`src/rtl/timepulse_gen.sv`:
```
// rtl/timepulse_gen.sv - AGC memory-cycle-time timepulse generator with monitor stop/step
module timepulse_gen #(
    parameter int DIV = 4,
    parameter int CW  = 16
) (
    input  logic          clk,
    input  logic          rst,
    input  logic          mstp,
    input  logic          mstrt,
    output logic [11:0]   t,
    output logic          phs2,
    output logic          phs4,
    output logic          mct_end,
    output logic          stopped,
    output logic [CW-1:0] mct_cnt
);

    // Sub-timepulse counter width; a one-bit counter still covers DIV == 2.
    localparam int SW = (DIV > 2) ? $clog2(DIV) : 1;
    localparam logic [SW-1:0] SUB_LAST = SW'(DIV - 1);
    localparam logic [SW-1:0] SUB_HALF = SW'(DIV / 2 - 1);
    localparam logic [11:0]   TP_T01   = 12'h001;

    typedef enum logic {
        RUN     = 1'b0,
        STOPPED = 1'b1
    } mode_t;

    mode_t          mode_q;
    logic [11:0]    tp_q;
    logic [SW-1:0]  sub_q;
    logic [CW-1:0]  cnt_q;

    logic           run;
    logic           sub_last;
    logic           at_mct_end;
    logic [CW-1:0]  cnt_d;

    assign run        = (mode_q == RUN);
    assign sub_last   = (sub_q == SUB_LAST);
    assign at_mct_end = run && tp_q[11] && sub_last;
    assign cnt_d      = cnt_q + 1'b1;

    // Timing state machine: sub-step counter, timepulse ring, MCT counter and stop/step mode.
    always_ff @(posedge clk) begin
        if (rst) begin
            mode_q <= RUN;
            tp_q   <= TP_T01;
            sub_q  <= '0;
            cnt_q  <= '0;
        end else begin
            case (mode_q)
                RUN: begin
                    if (!sub_last) begin
                        sub_q <= sub_q + 1'b1;
                    end else begin
                        sub_q <= '0;
                        if (tp_q[11]) begin
                            // MCT boundary: the only point where mstp is looked at.
                            cnt_q <= cnt_d;
                            tp_q  <= TP_T01;
                            if (mstp) begin
                                mode_q <= STOPPED;
                            end
                        end else begin
                            tp_q <= {tp_q[10:0], tp_q[11]};
                        end
                    end
                end
                STOPPED: begin
                    // Leave on a step pulse or once the stop request is withdrawn.
                    if (mstrt || !mstp) begin
                        mode_q <= RUN;
                        tp_q   <= TP_T01;
                        sub_q  <= '0;
                    end
                end
                default: begin
                    mode_q <= RUN;
                    tp_q   <= TP_T01;
                    sub_q  <= '0;
                end
            endcase
        end
    end

    // Outputs are pure decodes of state so the NOR network sees values that only move on posedge.
    assign t       = run ? tp_q : 12'h000;
    assign phs2    = run && (sub_q == SUB_HALF);
    assign phs4    = run && sub_last;
    assign mct_end = at_mct_end;
    assign stopped = (mode_q == STOPPED);
    assign mct_cnt = cnt_q;

endmodule

```
`config.mk`:
```
export PLATFORM = sky130hd
export DESIGN_NAME = timepulse_gen
export DESIGN_NICKNAME = d
export VERILOG_FILES = /design/src/rtl/timepulse_gen.sv
export SDC_FILE = /design/constraint.sdc
export NUM_CORES = 1
export LEC_CHECK = 0
export CAP_MARGIN = 20
export CORE_UTILIZATION = 35
export CTS_CLUSTER_DIAMETER = 200
export DETAILED_ROUTE_END_ITERATION = 10
export SLEW_MARGIN = 5
export SYNTH_ARGS = -nofsm -noshare
export SYNTH_HDL_FRONTEND = slang
export SYNTH_SLANG_ARGS = --single-unit
```
`constraint.sdc`:
```
create_clock -name clk -period 2.5 [get_ports clk]
set_input_delay 0.25 -clock clk [delete_from_list [all_inputs] [get_ports clk]]
set_output_delay 0.25 -clock clk [all_outputs]
set_load 0.005 [all_outputs]
```
==> results by group, run 1 <==
Layout
  • Final cell count without fillers: 259
  • Fillers: 386
  • Total Nets Final: 217
  • Share of cells above drive strength 1: 0.0813
  • Area Growth Syn to Fin: 33.3%
  • N_diodes: 0

Worst setup path
  • Reg2Reg Setup Slack: 0.52 ns
  • Critical Path AT: 1.74 ns
  • CP cell instances: ha_1, and2_1, clkdlybuf4s50_1
  • Worst setup SP type: flop
  • Critical path class: reg2out
  • CP required: 2.25 ns
  • Max incr delay on CP: 0.53 ns
  • CP max-delay cell: clkdlybuf4s50_1
  • Crit-path max FO: 6
  • Worst setup EP type: primary output

Timing
  • Hold_ws: 0.505 ns
  • RSZ-0062 raised after global routing: false
  • Endpoints failing setup: 0
  • Crit share post-route: 0.795
  • Final Max Slew Viols: 0
  • Peak Freq: 0.503 GHz
  • Tmin final: 1.99 ns
  • Skew final: 0.00617 ns
  • Setup_tns: 0 ns
  • Worst slew pin tran: 0.594 ns
  • Hold Fails Final Rpt: 0
  • Slew headroom: 0.602

Global routing
  • Largest net degree at the start of global routing: 26
  • GRT overflow: 0
  • First-pass GRT wire length: 5040 microns
  • Vias in the first global route: 1135
  • Total track usage: 0.152
  • Initial antenna violation count: 0

Floorplanning
  • Core ar.: 4000 sq um
  • I/O pins: 36
  • Die Y-Extent: 66.7 microns
  • Die W: 66.7 microns
  • Total die area: 4440 sq um
  • Initial Util: 0.366
  • # rows: 23

Synth
  • Yosys cell types: 33
  • Post-Syn Instances: 173
  • Synth Area per Inst: 8.46 sq um
  • Synthesized area: 1460 sq um
  • Post-synth top area cell: dfxtp_1
  • Sequential share of the synthesized area: 0.424
  • Ranking of synthesized cells by area: dfxtp_1, nor2b_1, nor2_1
  • Synthesis-stage register bit count: 31
  • Share of the synthesized area in the top cell type: 0.424
  • Synth Warn #: 0
  • Syn_nets: 180

Clock network
  • H-tree Lvls: 2
  • CTS tree: done
  • CTS Root Cell: clkbuf_8
  • Clock Path Buffers: 2
  • CTS Hold Buffers Added: 0
  • Post CTS Setup Buffer Count: 0
  • CTS buffer count: 5
  • # resized after CTS: 0
  • CTS sink count: 31
  • Worst-Skew Late Latency: 0.28 ns
  • Clock transition at the registers of the reported paths: 0.06 ns

Pwr
  • Peak VDD IR: 0.328 mV
  • Sequential share of power: 0.546
  • Clk pwr share: 0.384
  • Static Leak: 0.000732 uW
  • PwrDens: 473 nW/um^2
  • Internal Power: 716 uW
  • Design Power: 924 uW
  • Psw: 208 uW
  • Comb power frac: 0.070
  • Switching share of power: 0.225

Detailed routing
  • Initial DRC Count: 60
  • TritonRoute pass-1 iters: 4
  • WL final: 3110 microns
  • Detailed-route via count: 1297
  • Remaining DRCs: 0
  • Vias per cell: 5.01
  • WL per Instance: 12.0 microns
  • Final ANT Viol Nets: 0

Place
  • HPWL after DPL: 2230 microns
  • DP Cell Count: 253
  • Routability cong.: 0.704
  • I/O Buffers: 35

Hold path
  • Hold WC Path Type: reg2reg

Run
  • Max-cap violations: 0

Run status
  • Outcome: finished, final reports clean
final timing paths:
check	cells past startpoint	start	endpoint
worst max register to register	5	sub_q[0]	mct_cnt[12]
worst max-delay path	3	sub_q[0]	mct_end
worst min register to register	2	tp_q[8]	tp_q[8]
worst min-delay path	2	tp_q[8]	tp_q[8]
critical path: cells and delay by family, from the launching register on:
family                   cells  cell delay (ns)
AND/OR/NAND/NOR              1             0.27
adder cells (fa/ha/maj)      1             0.29
buffers and inverters        1             0.53
flip-flops                   1             0.38
cell type report:
type / count / area (sq um) / area share
clock buffer: 6 / 72.6 / 0.0372
inverter: 7 / 26.3 / 0.0135
multi-input combinational: 124 / 774 / 0.397
sequential: 31 / 621 / 0.318
tap: 50 / 62.6 / 0.0321
timing repair buffer: 41 / 395 / 0.203
layout by cell type, fill, tap and decap left out:
cell type / count
clkdlybuf4s50_1: 35
dfxtp_1: 31
nor2_1: 28
nor2b_1: 17
a21oi_1: 17
nor4b_1: 10
inv_1: 7
buf_4: 6
xnor2_1: 5
clkbuf_8: 5
nor3_1: 4
nand3_1: 4
o21ai_0: 4
or3_1: 4
nand4_1: 3
nand2_1: 3
mux2_2: 3
ha_1: 3
a31oi_1: 2
nor4_1: 2
xor2_1: 2
nor3b_1: 2
and2_1: 1
a21o_1: 1
and4_1: 1
nand4b_4: 1
or4_1: 1
nand2b_1: 1
a31o_2: 1
and4b_1: 1
mux2i_1: 1
a22oi_1: 1
or2_2: 1
clkbuf_1: 1
cell families after synthesis:
| group | after synthesis | synth area share |
|---|---|---|
| mux | 4 | 0.0299 |
| buf+inv | 18 | 0.0470 |
| simple gates | 84 | 0.335 |
| xor+xnor | 7 | 0.0419 |
| fa+ha+maj | 3 | 0.0256 |
| compound gates | 26 | 0.0966 |
| flops | 31 | 0.424 |
power by group through the flow:
stage / clock network (uW) / registers (uW) / logic (uW)
after global placement: 0 / 515 / 62.6
after floorplan: 0 / 515 / 36.8
final: 355 / 505 / 64.4
after CTS: 366 / 505 / 65.0
after global routing: 387 / 506 / 70.8
after detailed placement: 0 / 516 / 64.4
routing by layer:
| metal | wire [microns] | up-vias | GRT usage |
|---|---|---|---|
| met3 | 158 | 4 | 0.0462 |
| li1 | - | 663 | - |
| met2 | 1480 | 34 | 0.239 |
| met4 | 36 | 0 | 0.0585 |
| met5 | 0 | - | 0 |
| met1 | 1440 | 596 | 0.192 |
cell usage after synthesis:
| cell type | n |
|---|---|
| dfxtp_1 | 31 |
| nor2_1 | 28 |
| a21oi_1 | 17 |
| nor2b_1 | 17 |
| nor4b_1 | 10 |
| clkbuf_1 | 9 |
| inv_1 | 7 |
| xnor2_1 | 5 |
| nand3_1 | 4 |
| nor3_1 | 4 |
| o21ai_0 | 4 |
| or3_1 | 4 |
| ha_1 | 3 |
| mux2_2 | 3 |
| nand2_1 | 3 |
| nand4_1 | 3 |
| a31oi_1 | 2 |
| nor3b_1 | 2 |
| nor4_1 | 2 |
| xor2_1 | 2 |
| a21o_1 | 1 |
| a22oi_1 | 1 |
| a31o_2 | 1 |
| and2_1 | 1 |
| and4_1 | 1 |
| and4b_1 | 1 |
| buf_1 | 1 |
| buf_2 | 1 |
| mux2i_1 | 1 |
| nand2b_1 | 1 |
| nand4b_4 | 1 |
| or2_2 | 1 |
| or4_1 | 1 |
state kept, by name (all words and copies together), names as in the netlist:
name,flops
tp_q,12
stopped,1
sub_q,2
mct_cnt,16
stage by stage:
stage	area [sq um]	util	worst slack (ns)
5_1_grt	1950	0.488	0.355
3_5_place_dp	1880	0.470	0.510
4_1_cts	1950	0.488	0.489
6_report	1950	0.488	0.512
3_3_place_gp	1880	0.470	0.576
2_1_floorplan	1460	-	0.534
Note: power is estimated with default switching activity, not from simulation.
==> run 2, diff against run 1 <==
==> constraint.sdc (replaced) <==
create_clock -name clk -period 2.05 [get_ports clk]
set_input_delay 0.205 -clock clk [delete_from_list [all_inputs] [get_ports clk]]
set_output_delay 0.205 -clock clk [all_outputs]
set_load 0.005 [all_outputs]
==> run 2 against run 1 <==
Net effect:
- global-route usage grew 1.4 points
- sequential power grew 22%
- cell count grew 1.9%
- highest routed layer unchanged
- worst setup slack lost 0.40 ns
- routed wire length grew 5.2%
- critical endpoint unchanged
==> results by group, run 2 (synthesis gave the netlist of run 1 again) <==
Detailed routing
  • Detailed-route via count: 1334
  • WL per Instance: 12.4 microns
  • Initial DRC Count: 64
  • TritonRoute pass-1 iters: 4
  • WL final: 3270 microns
  • Remaining DRCs: 0
  • Final ANT Viol Nets: 0
  • Vias per cell: 5.05

Clock network
  • Post CTS Setup Buffer Count: 0
  • CTS Root Cell: clkbuf_8
  • CTS buffer count: 5
  • Clock transition at the registers of the reported paths: 0.07 ns
  • Worst-Skew Late Latency: 0.29 ns
  • CTS Hold Buffers Added: 0
  • Clock Path Buffers: 2
  • CTS tree: done
  • CTS sink count: 31
  • H-tree Lvls: 2
  • # resized after CTS: 0

Global routing
  • GRT met1 Usage: 0.192
  • Top Usage Layer GRT: met2
  • Vias in the first global route: 1268
  • Largest net degree at the start of global routing: 25
  • Initial antenna violation count: 0
  • Met3 Usage GRT: 0.0548
  • Total track usage: 0.166
  • GRT met2 Usage: 0.277
  • GRT overflow: 0
  • First-pass GRT wire length: 5530 microns

Timing
  • Tmin final: 1.93 ns
  • Hold_ws: 0.511 ns
  • Setup_tns: 0 ns
  • Crit share post-route: 0.943
  • Worst slew pin tran: 0.339 ns
  • Endpoints failing setup: 0
  • Skew final: 0.00742 ns
  • Hold Fails Final Rpt: 0
  • Final Max Slew Viols: 0
  • RSZ-0062 raised after global routing: false
  • Peak Freq: 0.517 GHz
  • Slew headroom: 0.772

Worst setup path
  • Reg2Reg Setup Slack: 0.16 ns
  • Crit path buffers/inverters: 2
  • Max incr delay on CP: 0.51 ns
  • CP cell instances: ha_2, buf_4, and2_2, clkdlybuf4s50_1
  • CP top delay family: buffers and inverters
  • Crit-path max FO: 5
  • CP required: 1.85 ns
  • Critical Path AT: 1.73 ns
  • Worst setup SP type: flop
  • CP max-delay cell: clkdlybuf4s50_1
  • Worst setup EP type: primary output
  • Critical path class: reg2out

Pwr
  • Internal Power: 883 uW
  • Peak VDD IR: 0.392 mV
  • Static Leak: 0.000756 uW
  • Design Power: 1160 uW
  • Comb power frac: 0.072
  • Switching share of power: 0.242
  • Psw: 281 uW
  • PwrDens: 584 nW/um^2
  • Sequential share of power: 0.529
  • Clk pwr share: 0.399

Floorplanning
  • I/O pins: 36
  • Die W: 66.7 microns
  • Die Y-Extent: 66.7 microns
  • Initial Util: 0.366
  • # rows: 23
  • Core ar.: 4000 sq um
  • Total die area: 4440 sq um

Layout
  • N_diodes: 0
  • Total Nets Final: 220
  • Final Core Density: 0.498
  • Share of cells above drive strength 1: 0.121
  • Area Growth Syn to Fin: 36.1%
  • Most common cell after layout, fill and taps aside: clkdlybuf4s50_1
  • Number of flip-flops in the largest register: 16
  • Most frequent cells in the layout: clkdlybuf4s50_1, dfxtp_1, nor2_1, a21oi_1, nor2b_1
  • Final cell count without fillers: 264

Hold path
  • Hold WC Path Type: reg2reg

Place
  • I/O Buffers: 35
  • Routability cong.: 0.708
  • HPWL after DPL: 2320 microns
  • DP Cell Count: 256

Run status
  • Outcome: finished, final reports clean

Run
  • Max-cap violations: 0
-- run 2: worst register-to-register path: stages, from the launching register on --
cell,delay [ns]
dfxtp_1,0.39
ha_2,0.23
nand4b_4,0.14
or4_1,0.60
or3_1,0.34
a21oi_1,0.14
-- run 2: path summary, 6_finish.rpt --
check	from	depth (start not counted)	to
max	sub_q[0]	4	mct_end
min reg2reg	tp_q[6]	2	tp_q[6]
max reg2reg	sub_q[0]	5	mct_cnt[14]
min	tp_q[6]	2	tp_q[6]
-- run 2: routing by layer --
layer,share of wire,vias up,wire [microns]
li1,-,682,-
met1,0.45,619,1490
met2,0.48,27,1560
met3,0.051,6,166
met4,0.017,0,55
met5,0,-,0
-- run 2: area by class of cell --
class,count,area [sq um]
inverter,7,26.3
clock inverter,3,15.0
tap,50,62.6
multi-input combinational,124,781
sequential,31,621
clock buffer,5,68.8
fill,384,2010
timing repair buffer,44,418
-- run 2: power by group through the flow --
stage	clock [uW]	combinational (uW)	sequential (uW)
2_1_floorplan	0	44.9	628
3_3_place_gp	0	80.2	628
3_5_place_dp	0	83.1	630
4_1_cts	481	83.8	616
5_1_grt	508	93.4	617
6_report	464	83.7	616
-- run 2: per-stage QoR --
step                      worst slack [ns]  cell area (sq um)
after CTS                           0.0174               1990
after global placement               0.231               1900
after floorplan                     0.0845               1460
final                                0.116               1990
after global routing                0.0353               1990
after detailed placement             0.147               1900
